## src/rtl/dsm_cifb.sv

```systemverilog
// N-th order CIFB delta-sigma modulator: saturating integrators, overload recovery, underrun pulse.
// Optional quantizer dither from a 16-bit LFSR is built when DSM_DITHER_EN is defined.
module dsm_cifb #(
  parameter int DATA_W    = 16,
  parameter int ORDER     = 2,
  parameter int OSR       = 8,
  parameter int STAGE_SHR = 1,
  parameter int OVL_LIMIT = 16,
  parameter int DITH_W    = 4
) (
  input  logic              clock,
  input  logic              reset,
  input  logic              en,
  input  logic [DATA_W-1:0] in_data,
  input  logic              in_valid,
  output logic              in_ready,
  output logic              pwm,
  output logic              ovl,
  output logic              underrun
);

  localparam int IW  = DATA_W + 4;
  localparam int SW  = IW + 2;
  localparam int CW  = $clog2(OSR);
  localparam int SCW = $clog2(OVL_LIMIT + 1);

  localparam logic signed [IW-1:0] FB_POS = {{(IW-DATA_W+1){1'b0}}, 1'b1, {(DATA_W-2){1'b0}}};
  localparam logic signed [IW-1:0] FB_NEG = -FB_POS;
  localparam logic signed [SW-1:0] SW_MAX = {3'b000, {(IW-1){1'b1}}};
  localparam logic signed [SW-1:0] SW_MIN = {3'b111, {(IW-1){1'b0}}};

  if (ORDER < 1 || ORDER > 4) begin : g_bad_order
    $error("dsm_cifb: ORDER must be in 1..4");
  end
  if (OSR < 2 || OVL_LIMIT < 1 || DITH_W < 1 || DITH_W > 16) begin : g_bad_param
    $error("dsm_cifb: OSR >= 2, OVL_LIMIT >= 1, DITH_W in 1..16 required");
  end

  typedef enum logic [1:0] {
    S_IDLE    = 2'd0,
    S_RUN     = 2'd1,
    S_RECOVER = 2'd2
  } state_t;

  state_t                    state_q, state_d;
  logic signed [IW-1:0]      int_q [ORDER];
  logic signed [IW-1:0]      int_d [ORDER];
  logic signed [DATA_W-1:0]  x_q, x_d;
  logic [CW-1:0]             osr_q, osr_d;
  logic [SCW-1:0]            sat_cnt_q, sat_cnt_d;
  logic                      pwm_q, pwm_d;
  logic                      ovl_q, ovl_d;
  logic                      underrun_q, underrun_d;

  logic signed [IW-1:0]      fb_s;
  logic signed [SW-1:0]      sum_s [ORDER];
  logic signed [IW-1:0]      upd_s [ORDER];
  logic                      sat_s;
  logic                      slot_s;
  logic                      q_msb_s;

  function automatic logic signed [IW-1:0] clamp_iw(input logic signed [SW-1:0] v);
    if (v > SW_MAX) begin
      return SW_MAX[IW-1:0];
    end else if (v < SW_MIN) begin
      return SW_MIN[IW-1:0];
    end else begin
      return v[IW-1:0];
    end
  endfunction

  // Integrator chain: every stage is fed from the previous cycle's values.
  always_comb begin
    fb_s     = pwm_q ? FB_POS : FB_NEG;
    sum_s[0] = SW'(int_q[0]) + SW'(x_q) - SW'(fb_s);
    for (int k = 1; k < ORDER; k++) begin
      sum_s[k] = SW'(int_q[k]) + SW'(int_q[k-1] >>> STAGE_SHR) - SW'(fb_s);
    end
    sat_s = 1'b0;
    for (int k = 0; k < ORDER; k++) begin
      upd_s[k] = clamp_iw(sum_s[k]);
      sat_s    = sat_s | (sum_s[k] > SW_MAX) | (sum_s[k] < SW_MIN);
    end
  end

`ifdef DSM_DITHER_EN
  logic [15:0]          lfsr_q, lfsr_d;
  logic signed [SW-1:0] q_s;

  // Dither only biases the quantizer decision; it never enters the integrators.
  always_comb begin
    if (en && state_q == S_RUN) begin
      lfsr_d = {lfsr_q[14:0], lfsr_q[15] ^ lfsr_q[13] ^ lfsr_q[12] ^ lfsr_q[10]};
    end else begin
      lfsr_d = lfsr_q;
    end
    q_s = SW'(upd_s[ORDER-1]) + SW'($signed(lfsr_q[DITH_W-1:0]));
  end

  always_ff @(posedge clock) begin
    if (reset) begin
      lfsr_q <= 16'hACE1;
    end else begin
      lfsr_q <= lfsr_d;
    end
  end

  assign q_msb_s = q_s[SW-1];
`else
  assign q_msb_s = upd_s[ORDER-1][IW-1];
`endif

  // Control: handshake, slot counter, overload tracking and next state.
  always_comb begin
    state_d    = state_q;
    int_d      = int_q;
    x_d        = x_q;
    osr_d      = osr_q;
    sat_cnt_d  = sat_cnt_q;
    pwm_d      = pwm_q;
    ovl_d      = 1'b0;
    underrun_d = 1'b0;
    slot_s     = (osr_q == CW'(OSR - 1));
    in_ready   = en && (state_q == S_IDLE || slot_s);
    if (en) begin
      case (state_q)
        S_IDLE: begin
          if (in_valid) begin
            x_d     = in_data;
            state_d = S_RUN;
          end else begin
            state_d = S_IDLE;
          end
        end
        S_RUN: begin
          int_d = upd_s;
          pwm_d = ~q_msb_s;
          if (sat_s) begin
            sat_cnt_d = sat_cnt_q + SCW'(1);
            if (sat_cnt_q == SCW'(OVL_LIMIT - 1)) begin
              state_d = S_RECOVER;
              ovl_d   = 1'b1;
            end else begin
              state_d = S_RUN;
            end
          end else begin
            sat_cnt_d = '0;
          end
        end
        S_RECOVER: begin
          int_d     = '{default: '0};
          pwm_d     = 1'b0;
          sat_cnt_d = '0;
          state_d   = S_RUN;
        end
        default: begin
          state_d = S_IDLE;
        end
      endcase
      // Slot bookkeeping continues through RECOVER so sample timing never slips.
      if (state_q != S_IDLE) begin
        osr_d = slot_s ? '0 : osr_q + CW'(1);
        if (slot_s && in_valid) begin
          x_d = in_data;
        end else if (slot_s) begin
          underrun_d = 1'b1;
        end else begin
          underrun_d = 1'b0;
        end
      end else begin
        osr_d = osr_q;
      end
    end else begin
      state_d = state_q;
    end
  end

  // State registers with synchronous reset.
  always_ff @(posedge clock) begin
    if (reset) begin
      state_q    <= S_IDLE;
      int_q      <= '{default: '0};
      x_q        <= '0;
      osr_q      <= '0;
      sat_cnt_q  <= '0;
      pwm_q      <= 1'b0;
      ovl_q      <= 1'b0;
      underrun_q <= 1'b0;
    end else begin
      state_q    <= state_d;
      int_q      <= int_d;
      x_q        <= x_d;
      osr_q      <= osr_d;
      sat_cnt_q  <= sat_cnt_d;
      pwm_q      <= pwm_d;
      ovl_q      <= ovl_d;
      underrun_q <= underrun_d;
    end
  end

  assign pwm      = pwm_q;
  assign ovl      = ovl_q;
  assign underrun = underrun_q;

endmodule

```

## config.mk

```make
export PLATFORM = sky130hd
export DESIGN_NAME = dsm_cifb
export DESIGN_NICKNAME = d
export VERILOG_FILES = /design/src/rtl/dsm_cifb.sv
export SDC_FILE = /design/constraint.sdc
export NUM_CORES = 1
export LEC_CHECK = 0
export BUFFER_PORTS_ARGS = -buffer_cell sky130_fd_sc_hd__buf_2
export CORE_UTILIZATION = 40
export DETAILED_ROUTE_END_ITERATION = 8
export SKIP_CTS_REPAIR_TIMING = 1
export SYNTH_ARGS = -nofsm -noshare
export SYNTH_HDL_FRONTEND = slang
export SYNTH_SLANG_ARGS = --single-unit
```

## constraint.sdc

```tcl
create_clock -name clock -period 3.35 [get_ports clock]
set_input_delay 0 -clock clock [delete_from_list [all_inputs] [get_ports clock]]
set_output_delay 0 -clock clock [all_outputs]
set_load 0.01 [all_outputs]
```

Yosys cells after proc, flatten, opt, wreduce, memory -nomap -nowiden
Cells that the tools add are included.
W data, S select, Z words.

cells by class
  add/sub/neg operators = 6
  equal/unequal tests = 5
  muxes and demuxes = 20
  order comparisons = 4
  reduce and logical (&&, ||, !) cells = 11
  bitwise logic cells = 8

operator list
  operator                number
  $mux W20                5
  $pmux W40 S2            1
  $mux W16                4
  $gt A22 B20 Y1 const B  2
  $lt A22 B20 Y1 const B  2
  $sub A21 B20 Y22        2
  $add A20 B16 Y21        1
  $add A20 B19 Y21        1
  $pmux W5 S2             1
  $reduce_or A4 Y1        2
  $pmux W2 S3             1
  $reduce_and A2 Y1       3
  $add A5 B1 Y5 const B   1
  $eq A5 B4 Y1 const B    1
  $mux W5                 1
  $not A1 Y1              5
  $mux W2                 2
  $reduce_bool A2 Y1      2
  $add A3 B1 Y3 const B   1
  $eq A3 B3 Y1 const B    1
  $mux W1                 3
  $mux W3                 1
  $or A1 B1 Y1            3
  $eq A2 B1 Y1 const B    1
  other kinds (6)         7

storage, ports and cells
  register bits after elaboration = 69
  bits of input ports = 20
  output and inout bits = 4
  logic and storage cells = 63

Logic depth before layout (Yosys ltp)
  word-level depth = 8
  gate-level depth with buffers = 15
  depth with buffers taken out = 13

Worst setup path after synthesis
OpenSTA, ideal clock, no wires.

  kind = flip-flop to flip-flop
  start point = register pwm_q, in the netlist pwm
  end point = register state_q[0]
  stages on the path, launching flop included = 15
  data arrival time = 3.663 ns
  clock period less this slack = 3.785 ns
  path buffers = 1
  library setup time = 0.121 ns
  data required time = 3.229 ns
  setup slack = -0.435 ns
  cell sequence = dfxtp_1 > inv_1 > fa_1 > inv_1 > ha_1 > clkbuf_2 > and4_1 > nand4_1 > a211o_1 > nand3_1 > nand3_1 > and4_1 > mux2i_1 > o31a_1 > mux2_4

between the ends
  word-level cells in the longest chain between the ends = 8
  elaborated cells between the ends (all ways) = 12
  classes of those cells = add/sub (2); order compare (4); eq/ne (1); mux (1); bitwise (3); reduce/logical (1)

RTL lines
  element                                           RTL line  RTL
  start, declared                                   51        logic pwm_q, pwm_d;
  start signal, assigned                            195       pwm_q <= pwm_d;
  $mux W20 *                                        74        fb_s = pwm_q ? FB_POS : FB_NEG;
  $sub A21 B20 Y22                                  75        sum_s[0] = SW'(int_q[0]) + SW'(x_q) - SW'(fb_s);
  $gt A22 B20 Y1 or $lt A22 B20 Y1 (tied branches)  82        sat_s = sat_s | (sum_s[k] > SW_MAX) | (sum_s[k] < SW_MIN);
  $or A1 B1 Y1 (2 in a row)                         82
  $or A1 B1 Y1 *                                    82
  $ne A2 B2 Y1 (no line) *                          n/a
  $reduce_and A2 Y1 (no line) *                     n/a
  end signal, assigned                              190       state_q <= state_d;
  end, declared                                     45        state_t state_q, state_d;

Every way passes the cells marked *; elsewhere a longest branch is shown, timed or not.
A chain may end at the register's enable or synchronous reset.

Worst setup path after layout
  start point = register pwm_q, in the netlist pwm
  end point = register int_q[5] in the netlist's numbering

between the ends
  word-level cells in the longest chain between the ends = 6
  elaborated cells between the ends (all ways) = 7
  classes of those cells = add/sub (1); order compare (2); mux (4)

RTL lines
  element               RTL line  RTL
  $mux W20 *            74
  $sub A21 B20 Y22 *    77        sum_s[k] = SW'(int_q[k]) + SW'(int_q[k-1] >>> STAGE_SHR) - SW'(fb_s);
  $lt A22 B20 Y1        65        end else if (v < SW_MIN) begin
  $mux W20              65
  $mux W20 *            63        if (v > SW_MAX) begin
  $pmux W40 S2 *        126       case (state_q)
  end signal, assigned  191       int_q <= int_d;
  end, declared         46        logic signed [IW-1:0] int_q [ORDER];

Marks and branches as above.

==> results.json <==
{
  "syn_avg_cell_area_sq_um": 7.77,
  "synthAdderAreaFrac_pct": 20.5,
  "finalHoldViolCount": 0,
  "drv_cap": 0,
  "critPathBufInv": 3,
  "ctsHtreeMaxLevel": 3,
  "core_area_sq_um": 13900,
  "routed_via_density": 5.25,
  "clock_path_buffers": 2,
  "start_util_pct": 41.2,
  "holdPathStages": 3,
  "synthXorXnorAreaFrac_pct": 4.27,
  "synth-edff-count": 0,
  "cp.arrival_ps": 3720,
  "critPathMostFrequentCell": "buf_4",
  "synth_compound_area_share_pct": 22.9,
  "drt_wl_total_um": 15200,
  "fill_cells": 1330,
  "cpMaxStageDelayCell": "nor4_4",
  "cp_cell_sequence": "buf_4 -> fa_2 -> ha_4 -> a21o_4 -> a21oi_4 -> mux2_4 -> a31oi_4 -> o211ai_2 -> and2_4 -> buf_4 -> nor4_4 -> clkbuf_16 -> a221oi_1 -> nor2_1",
  "crit_path_start_kind": "flop",
  "clock-skew-final_ps": 5.98,
  "yosys.area_share.simple_pct": 17.5,
  "r2r_cells": 14,
  "finalCritPeriodShare_pct": 103,
  "die_y_um": 122,
  "drt_iter0_drc": 228,
  "worstSetupEndpointType": "flop",
  "clk_latency_ps": 340,
  "required_ps": 3630,
  "diodes": 0,
  "peakVddDrop_mv": 0.341,
  "syn-num-nets": 847,
  "async_reset_ff_share_pct": 0,
  "antenna_left": 0,
  "clk_pin_slew_ps": 60,
  "via_count": 5380,
  "tightest_slew_ps": 781,
  "yosysMostFrequentCell": "inv_1",
  "slowest_delay_ps": 470,
  "critPathKind": "reg -> reg",
  "rsz0062_at_grt": "true",
  "ys_top_cells_by_count": "114 x inv_1, 93 x nand2_1, 78 x ha_1, 69 x dfxtp_1, 58 x a21oi_1",
  "cts_tree": "done",
  "hold_ws_ps": 7.68,
  "grt_max_degree": 42,
  "grt_usage_pct": 20.0,
  "violations": "setup timing",
  "grt_overflow": 0,
  "synth_seq_cells": 69,
  "root_buffer": "clkbuf_16",
  "pin_count": 24,
  "area.sequential_sq_um": 1390,
  "setup_viol": 18,
  "netlist_area_sq_um": 5750,
  "cts.sinks": 69,
  "hold_class": "in -> reg",
  "path_depth": 14,
  "synthToLayoutAreaGrowth_pct": 29.9,
  "p_leak_nw": 3.35,
  "ys_types": 70,
  "setup_slack_ps": -94.5,
  "place.detailed.hpwl_um": 10800,
  "grt_antenna_before_repair": 0,
  "grt_pass1_wl_um": 23400,
  "multi_input_area_sq_um": 4220,
  "yosysTopAreaCellShare_pct": 24.0,
  "final_area_sq_um": 7460,
  "io_buffers": 23,
  "power_density_nw_per_um2": 649,
  "first_pass_iters": 7,
  "slew_violations": 0,
  "tns_ps": -1040,
  "path_max_fanout": 8,
  "slew_headroom_pct": 47.9,
  "yosys-top-cells-area": "dfxtp_1 24%, ha_1 17%, inv_1 7.4%, nand2_1 6.1%, a21oi_1 5.1%",
  "drt_drc_violations_left": 0,
  "routabilityCongestion": 0.882,
  "cts_made_buffers": 9,
  "row_count": 43,
  "pre_cts_ws_ps": -187,
  "yosysSeqAreaShare_pct": 24.0,
  "synth-warning-count": 0,
  "fmax_mhz": 290,
  "drive_above_1_share_pct": 23.8,
  "fin_crit_ps": 3440,
  "grt_pass1_vias": 5078,
  "yosys.area.top_type": "dfxtp_1",
  "ys.flop_type": "dfxtp_1",
  "cp_top_family": "simple AND/OR/NAND/NOR gates",
  "placedInstanceArea_sq_um": 6480,
  "finalNetCount": 947,
  "status": "finished, violations left",
  "muxShareOfSynthArea_pct": 1.37,
  "die_area_sq_um": 14800,
  "wl_per_cell_um": 14.9,
  "die_x_um": 122,
  "total_power_mw": 4.85,
  "synth_top_family_by_area": "compound AO/OA/AOI/OAI gates",
  "netlist_instances": 739
}
## final cells by class
type / count / area share, %
clock buffers: 10 / 3.07
clock inverters: 6 / 0.855
inverters: 114 / 5.77
multi-input cells: 530 / 56.5
flip-flops and latches: 69 / 18.6
well taps: 180 / 3.02
repair buffers: 115 / 12.1
## state kept, by name, indices dropped and copies added, names as in the netlist
signal,flops
int_q,40
x_q,16
sat_cnt_q,5
osr_q,3
state_q,2
ovl,1
pwm,1
underrun,1
## tightest hold or removal path, stage by stage
cell and delay, ps:
buf_2 130, nand4b_1 120, nor2_1 50
## report_power, final
group	internal (mW)	switching, mW	leakage [nW]
logic	1.40	1.55	2.65
registers	0.888	0.0452	0.562
clock network	0.575	0.387	0.138
total	2.86	1.98	3.35
## cells by family (layout without fill, tap and decap cells)
kind of cell	count (synthesis)	in the layout
muxes	6	6
and+or+nand+nor	214	214
AOI/OAI and AO/OA	194	194
buffers and inverters	140	245
DFF	69	69
xor gates and xnor gates	28	28
adders and majority gates	88	88
## per-layer routing
metal / up-vias / part of all wire (%) / GRT usage (%)
li1: 2737 / - / -
met1: 2514 / 45 / 25.1
met2: 100 / 49 / 34.6
met3: 29 / 3.2 / 2.62
met4: 0 / 2.6 / 7.18
met5: - / 0 / 0
## worst paths after layout
kind                        from  slack, ps               endpoint
max             pwm$_SDFFE_PP0P_        -90  int_q[5]$_SDFFE_PP0P_
min                           en          8         ovl$_SDFF_PP0_
max reg2reg     pwm$_SDFFE_PP0P_        -90  int_q[5]$_SDFFE_PP0P_
min reg2reg  x_q[3]$_SDFFE_PP0P_        460    x_q[3]$_SDFFE_PP0P_
## layout by cell type (no fill, tap or decap), types with 10 or more instances in the layout
master and count:
inv_1 109, nand2_1 91, buf_4 68, dfxtp_1 65
ha_1 64, a21oi_1 54, nor2_1 50, buf_2 23
o21ai_0 21, a31oi_1 18, xnor2_1 18, dlygate4sd3_1 17
a21o_1 14, ha_4 11, o21a_1 10, a221oi_2 10
xor2_1 10, clkbuf_16 10
## per-stage QoR
stage	utilization, %	std cells
floorplan	-	739
global placement	46.5	981
detailed placement	46.5	981
CTS	48.6	997
global route	53.6	1024
finish	53.6	1024
Power figures use the tool's default switching activity.
